<file path="src/rtl/bpsk_pkg.sv">
// Shared types and default constants for the BPSK symbol serializer.
package bpsk_pkg;

   typedef enum logic [1:0] {
      IDLE     = 2'd0,
      SHIFT    = 2'd1,
      PREAMBLE = 2'd2
   } state_t;

   localparam int N_HAMMING = 7;
   localparam int N_BCH     = 15;
   localparam int SPS_DEF   = 4;
   localparam int AMP_DEF   = 64;

endpackage

</file>
<file path="src/rtl/bpsk_sym_timer.sv">
// Sample / bit counters for the serializer. Provides current-position strobes
// and a look-ahead strobe telling whether the next position is a word's last sample.
module bpsk_sym_timer #(
   parameter int SPS     = 4,
   parameter int N       = 7,
   parameter int PRE_LEN = 8,
   parameter int NB      = 7
) (
   input  logic i_clk,
   input  logic i_rst,
   input  logic i_clr,
   input  logic i_en,
   input  logic i_pre,
   output logic o_samp_last,
   output logic o_bit_last,
   output logic o_word_last,
   output logic o_word_end_nxt
);

   localparam int SW = (SPS > 1) ? $clog2(SPS) : 1;
   localparam int BW = (NB > 1) ? $clog2(NB) : 1;

   logic [SW-1:0] r_samp, w_samp_nxt;
   logic [BW-1:0] r_bit, w_bit_nxt;
   logic [BW-1:0] w_bit_lim;

   // Preamble and payload run different bit counts through the same counter
   assign w_bit_lim   = i_pre ? BW'(PRE_LEN - 1) : BW'(N - 1);
   // With SPS=1 every cycle is the last sample of its bit
   assign o_samp_last = (SPS == 1) ? 1'b1 : (r_samp == SW'(SPS - 1));
   assign o_bit_last  = (r_bit == w_bit_lim);
   assign o_word_last = o_samp_last && o_bit_last;

   // Counter advance: sample counter wraps into the bit counter
   always_comb begin
      w_samp_nxt = r_samp;
      w_bit_nxt  = r_bit;
      if (i_clr) begin
         w_samp_nxt = '0;
         w_bit_nxt  = '0;
      end else if (i_en) begin
         if (o_samp_last) begin
            w_samp_nxt = '0;
            w_bit_nxt  = o_bit_last ? '0 : r_bit + BW'(1);
         end else begin
            w_samp_nxt = r_samp + SW'(1);
         end
      end
   end

   // Look-ahead lets the top register LastSym in step with the sample it marks
   assign o_word_end_nxt = ((SPS == 1) || (w_samp_nxt == SW'(SPS - 1))) &&
                           (w_bit_nxt == BW'(N - 1));

   // Counter registers
   always_ff @(posedge i_clk) begin
      if (i_rst) begin
         r_samp <= '0;
         r_bit  <= '0;
      end else begin
         r_samp <= w_samp_nxt;
         r_bit  <= w_bit_nxt;
      end
   end

endmodule

</file>
<file path="src/rtl/bpsk_symbol_serializer.sv">
// BPSK symbol serializer: one N-bit codeword per handshake, sent MSB-first as
// +/-AMP samples, each bit held SPS clocks. Optional alternating preamble ahead
// of words started from idle is enabled with BPSK_SER_PREAMBLE_EN.
module bpsk_symbol_serializer
   import bpsk_pkg::*;
#(
   parameter int N       = N_HAMMING,
   parameter int SPS     = SPS_DEF,
   parameter int AMP_W   = 8,
   parameter int AMP     = AMP_DEF,
   parameter int PRE_LEN = 8
) (
   input  logic             CLK,
   input  logic             RST,
   input  logic [N-1:0]     DataIn,
   input  logic             InValid,
   output logic             InReady,
   output logic [AMP_W-1:0] SymOut,
   output logic             SymValid,
   output logic             BitOut,
   output logic             LastSym
);

`ifdef BPSK_SER_PREAMBLE_EN
   localparam int NB = (PRE_LEN > N) ? PRE_LEN : N;
`else
   localparam int NB = N;
`endif

   localparam logic signed [AMP_W-1:0] P_POS = AMP_W'(AMP);
   localparam logic signed [AMP_W-1:0] P_NEG = -P_POS;

   state_t         r_state, w_state_nxt;
   logic [N-1:0]   r_sr, w_sr_nxt;
   logic           w_acc, w_bit_nxt;
   logic           w_tmr_clr, w_tmr_en;
   logic           w_samp_last, w_bit_last, w_word_last, w_word_end_nxt;
   logic           r_symvalid, r_bitout, r_last;
   logic [AMP_W-1:0] r_sym;
`ifdef BPSK_SER_PREAMBLE_EN
   logic           r_pre, w_pre_nxt;
`endif

   bpsk_sym_timer #(.SPS(SPS), .N(N), .PRE_LEN(PRE_LEN), .NB(NB)) u_tmr (
      .i_clk          (CLK),
      .i_rst          (RST),
      .i_clr          (w_tmr_clr),
      .i_en           (w_tmr_en),
      .i_pre          (r_state == PREAMBLE),
      .o_samp_last    (w_samp_last),
      .o_bit_last     (w_bit_last),
      .o_word_last    (w_word_last),
      .o_word_end_nxt (w_word_end_nxt)
   );

   assign InReady = !RST && ((r_state == IDLE) || ((r_state == SHIFT) && w_word_last));
   assign w_acc   = InValid && InReady;

   // Next state, shift register and counter control
   always_comb begin
      w_state_nxt = r_state;
      w_sr_nxt    = r_sr;
      w_tmr_clr   = 1'b0;
      w_tmr_en    = 1'b0;
`ifdef BPSK_SER_PREAMBLE_EN
      w_pre_nxt   = r_pre;
`endif
      if (RST) begin
         w_state_nxt = IDLE;
         w_sr_nxt    = '0;
         w_tmr_clr   = 1'b1;
`ifdef BPSK_SER_PREAMBLE_EN
         w_pre_nxt   = 1'b0;
`endif
      end else begin
         case (r_state)
            IDLE: begin
               if (w_acc) begin
                  w_sr_nxt  = DataIn;
                  w_tmr_clr = 1'b1;
`ifdef BPSK_SER_PREAMBLE_EN
                  w_state_nxt = PREAMBLE;
                  w_pre_nxt   = 1'b1;
`else
                  w_state_nxt = SHIFT;
`endif
               end
            end
            SHIFT: begin
               w_tmr_en = 1'b1;
               if (w_samp_last) begin
                  if (w_bit_last) begin
                     // Counters wrap to zero on their own, so a reload needs no gap
                     if (w_acc) w_sr_nxt    = DataIn;
                     else       w_state_nxt = IDLE;
                  end else begin
                     w_sr_nxt = r_sr << 1;
                  end
               end
            end
`ifdef BPSK_SER_PREAMBLE_EN
            PREAMBLE: begin
               w_tmr_en = 1'b1;
               if (w_samp_last) w_pre_nxt = ~r_pre;
               if (w_word_last) w_state_nxt = SHIFT;
            end
`endif
            default: w_state_nxt = IDLE;
         endcase
      end
   end

   // Bit presented on the next sample
   always_comb begin
      w_bit_nxt = 1'b0;
      if (w_state_nxt == SHIFT) w_bit_nxt = w_sr_nxt[N-1];
`ifdef BPSK_SER_PREAMBLE_EN
      else if (w_state_nxt == PREAMBLE) w_bit_nxt = w_pre_nxt;
`endif
   end

   // State and data registers
   always_ff @(posedge CLK) begin
      if (RST) begin
         r_state <= IDLE;
         r_sr    <= '0;
`ifdef BPSK_SER_PREAMBLE_EN
         r_pre   <= 1'b0;
`endif
      end else begin
         r_state <= w_state_nxt;
         r_sr    <= w_sr_nxt;
`ifdef BPSK_SER_PREAMBLE_EN
         r_pre   <= w_pre_nxt;
`endif
      end
   end

   // Registered sample outputs, computed from next-state values
   always_ff @(posedge CLK) begin
      if (RST) begin
         r_symvalid <= 1'b0;
         r_bitout   <= 1'b0;
         r_sym      <= '0;
         r_last     <= 1'b0;
      end else begin
         r_symvalid <= (w_state_nxt != IDLE);
         r_bitout   <= w_bit_nxt;
         r_sym      <= (w_state_nxt == IDLE) ? '0 : (w_bit_nxt ? P_POS : P_NEG);
         r_last     <= (w_state_nxt == SHIFT) && w_word_end_nxt;
      end
   end

   assign SymValid = r_symvalid;
   assign SymOut   = r_sym;
   assign BitOut   = r_bitout;
   assign LastSym  = r_last;

endmodule

</file>
<file path="config.mk">
export PLATFORM = sky130hd
export DESIGN_NAME = bpsk_symbol_serializer
export DESIGN_NICKNAME = d
export VERILOG_FILES = /design/src/rtl/bpsk_pkg.sv /design/src/rtl/bpsk_sym_timer.sv /design/src/rtl/bpsk_symbol_serializer.sv
export SDC_FILE = /design/constraint.sdc
export NUM_CORES = 1
export LEC_CHECK = 0
export CAP_MARGIN = 40
export CORE_UTILIZATION = 47
export DETAILED_ROUTE_END_ITERATION = 8
export HOLD_SLACK_MARGIN = 0.1
export PLACE_DENSITY = 0.83
export SYNTH_ARGS = -nofsm -noshare
export SYNTH_HDL_FRONTEND = slang
export SYNTH_SLANG_ARGS = --single-unit
</file>
<file path="constraint.sdc">
create_clock -name CLK -period 2 [get_ports CLK]
set_input_delay 0.3 -clock CLK [delete_from_list [all_inputs] [get_ports CLK]]
set_output_delay 0.3 -clock CLK [all_outputs]
set_load 0.05 [all_outputs]
</file>
==> results.md <==
* Slew Limit Fails at 0
* CP endpoint kind: output port
* First-pass GRT wire length at 3029 µm
* Placement Setup Slack at 0.01973 ns
* Post-Route Utilization at 65.33%
* Final hold viol count at 0
* Clk pwr share at 25.4%
* Worst-case reg-to-reg path depth at 5
* Int Power at 0.0005214 W
* Reg2reg end: SymOut[7]$_SDFF_PP0_
* Max-cap violations at 0
* Starting density of the core at 51.23%
* Largest family of logic cells by synthesized area: simple AND/OR/NAND/NOR gates
* P_leak at 0.4453 nW
* First-pass detailed-route iteration total at 4
* Ys flop type: dfxtp_1
* Gr ovfl total at 0
* Clock Latency Late Sink at 0.28 ns
* Clk slew on worst S/H paths at 0.10 ns
* CTS tree: done
* Hold Path Stages at 1
* Post-Route WL at 1848 µm
* Yosys warnings at 0
* Worst r2r src: r_state[0]$_SDFF_PP0_
* Critical Path Slowest Stage Cell: dfxtp_1
* Share of cells above drive strength 1 at 15.32%
* Vias per inst at 5.383
* XOR/XNOR Fraction of Synth Area at 1.781%
* WL/cell at 12.40 µm
* Setup TNS at 0 ns
* Max VDD drop at 0.2945 mV
* Hold Slack at 0.4767 ns
* H-tree level count at 1
* Via count at 802
* Hpwl dp at 1365 µm
* Synth cell count leaders: dfxtp_1 (19), nor2_1 (8)
* Die height at 46.09 µm
* Full die area at 2124 µm²
* Detail Route Antenna Nets at 0
* I/O Pins at 22
* Most frequent cell after synthesis: dfxtp_1
* CTS buffer count at 3
* Die X at 46.09 µm
* Synth Area in Adders at 2.740%
* Final #Nets at 137
* Port Buffers at 15
* Number of synthesized flops with an enable pin at 0
* #FFs+latches synth at 19
* Compound-gate portion of the synthesized area at 19.86%
* Initial antenna violation count at 0
* Core Rows at 15
* Min Tclk post-route at 1.860 ns
* Dominant cells by area after synthesis: dfxtp_1 (42%), buf_4 (4.9%), a22oi_1 (4.1%)
* Tot Pwr at 0.0007170 W
* Fin crit share at 92.98%
* Sink Count at 19
* Max incr delay on CP at 0.36 ns
* Worst Setup Start Kind: flip-flop
* PwrDens at 615.5 nW/µm²
* DR iter-0 viols at 16
* CP cell instances: ha_2 -> nand4b_1 -> and2_4 -> nor3_4 -> buf_12
* Average size of a mapped cell at 9.043 µm²
* Antenna Diode Count at 0
* Core Area at 1783 µm²
* Hold Path Sink: r_sr[4]$_SDFFE_PP0P_
* DRC viols at 0
* Total global-route track usage at 19.77%
* Mux share of post-synthesis cell area at 2.192%
* Vias in the first global route at 721
* Setup ws final at 0.1404 ns
* Slew headroom at 66.52%
* Yosys top cell area share at 41.64%
* Mapped Area at 913.4 µm²
* Seq pwr share at 55.2%
* R2R Setup Slk at 0.23 ns
* # setup viols final at 0
* Sw Share at 27.29%
* Worst Tran Pin Value at 0.5006 ns
* P&R area growth vs syn at 27.53%
* Worst Clk Skew at 0.001280 ns
* Switching pwr at 0.0001956 W
* Sequential cell area fraction in the yosys report at 41.64%
* Largest net degree at the start of global routing at 17
* Clock root buffer: clkbuf_4
* Type of the most critical hold path: reg -> reg
* Synthesized netlist cell count at 101
* RSZ-0062 raised after global routing: no
* Critical path class: reg -> out
* Area leader, netlist: dfxtp_1
* Crit path arrival time at 1.56 ns
* Post-synth cell types at 35
* HP Start: r_sr[4]$_SDFFE_PP0P_
* Post-Synth Simple-Gate Area at 23.29%
* Max clock buf depth at 2
* CP required at 1.70 ns
* Peak fanout along the critical path at 4
* Asr flop ratio synth at 0%
* Comb power frac at 19.3%
* Final Wtd Congestion at 0.8895
* Max frequency at 537.7 MHz
* Status: completed
cell usage in the layout, fill, tap and decap left out, types with 2 or more instances in the layout:
| cell | synthesis | layout |
|---|---|---|
| dfxtp_1 | 19 | 18 |
| clkdlybuf4s50_1 | 0 | 14 |
| nor2_1 | 8 | 8 |
| conb_1 | 1 | 7 |
| buf_4 | 6 | 7 |
| a21oi_1 | 6 | 6 |
| nand2_1 | 6 | 6 |
| a22oi_1 | 5 | 5 |
| nor3_1 | 6 | 5 |
| inv_1 | 4 | 4 |
| o2bb2ai_1 | 4 | 4 |
| nor2b_1 | 3 | 3 |
| a31oi_1 | 3 | 3 |
| clkbuf_4 | 0 | 3 |
| o21bai_1 | 2 | 2 |
| nand2b_1 | 2 | 2 |
| nand3_1 | 2 | 2 |
| mux2i_1 | 2 | 2 |
timing repair:
item / 4_1_cts / 5_1_grt
resized for setup: 0 / 4
endpoints found under the setup margin: 0 / 1
hold buffers: 0 / 0
setup buffers: 0 / 1
power by group through the flow:
stage,combinational [W],clock (W),sequential (W)
2_1_floorplan,0.0000836,0,0.000415
6_report,0.000139,0.000182,0.000396
3_3_place_gp,0.000134,0,0.000404
5_1_grt,0.000149,0.000211,0.000397
4_1_cts,0.000136,0.000188,0.000396
3_5_place_dp,0.000135,0,0.000404
critical path: cells and delay by family, from the launching register on:
family | cells | cell delay (ns)
simple gates | 3 | 0.55
flops | 1 | 0.36
buf+inv | 1 | 0.16
fa+ha+maj | 1 | 0.20
worst max-delay path by stage:
stage,from,end,slack [ns],cells past startpoint
detailed placement,RST,LastSym$_SDFF_PP0_,0.02,6
global placement,InValid,r_sr[2]$_SDFFE_PP0P_,0.05,6
CTS,u_tmr.r_samp[0]$_SDFF_PP0_,InReady,0.06,5
floorplan,u_tmr.r_samp[0]$_SDFF_PP0_,InReady,0.24,4
finish,u_tmr.r_samp[1]$_SDFF_PP0_,InReady,0.14,5
global route,u_tmr.r_samp[1]$_SDFF_PP0_,InReady,0.03,5
per-layer routing:
layer	vias up	track usage (%)	wire length (µm)
met4	0	7.059	13
met2	24	31.55	886
met3	2	2.353	60
met1	375	27.38	888
met5	-	0	0
li1	401	-	-
through the flow:
| step | instance area [µm²] | instances |
|---|---|---|
| after CTS | 1145 | 148 |
| after detailed placement | 1119 | 144 |
| final | 1165 | 149 |
| after floorplan | 940.9 | 107 |
| after global placement | 1119 | 144 |
| after global routing | 1165 | 149 |
sequential cells by signal (all words and copies together) (netlist names):
register / count
r_state: 2
LastSym: 1
u_tmr.r_samp: 2
SymValid: 1
r_sr: 7
u_tmr.r_bit: 3
SymOut: 2
BitOut: 1
final cells by class:
type,count,area (µm²)
clock buffer,4,26.28
fill,144,618.1
inverter,4,15.01
multi-input combinational,75,498.0
sequential,19,381.6
tap,25,31.28
timing repair buffer,22,212.7
logic make-up (layout without fill, tap and decap cells):
kind of cell,count (synthesis),in the layout
flops,19,19
compound gates,26,26
mux,2,2
fa+ha+maj,2,2
other cells,1,7
buf+inv,13,30
simple gates,37,37
xor+xnor,1,1
Power figures use the tool's default switching activity.
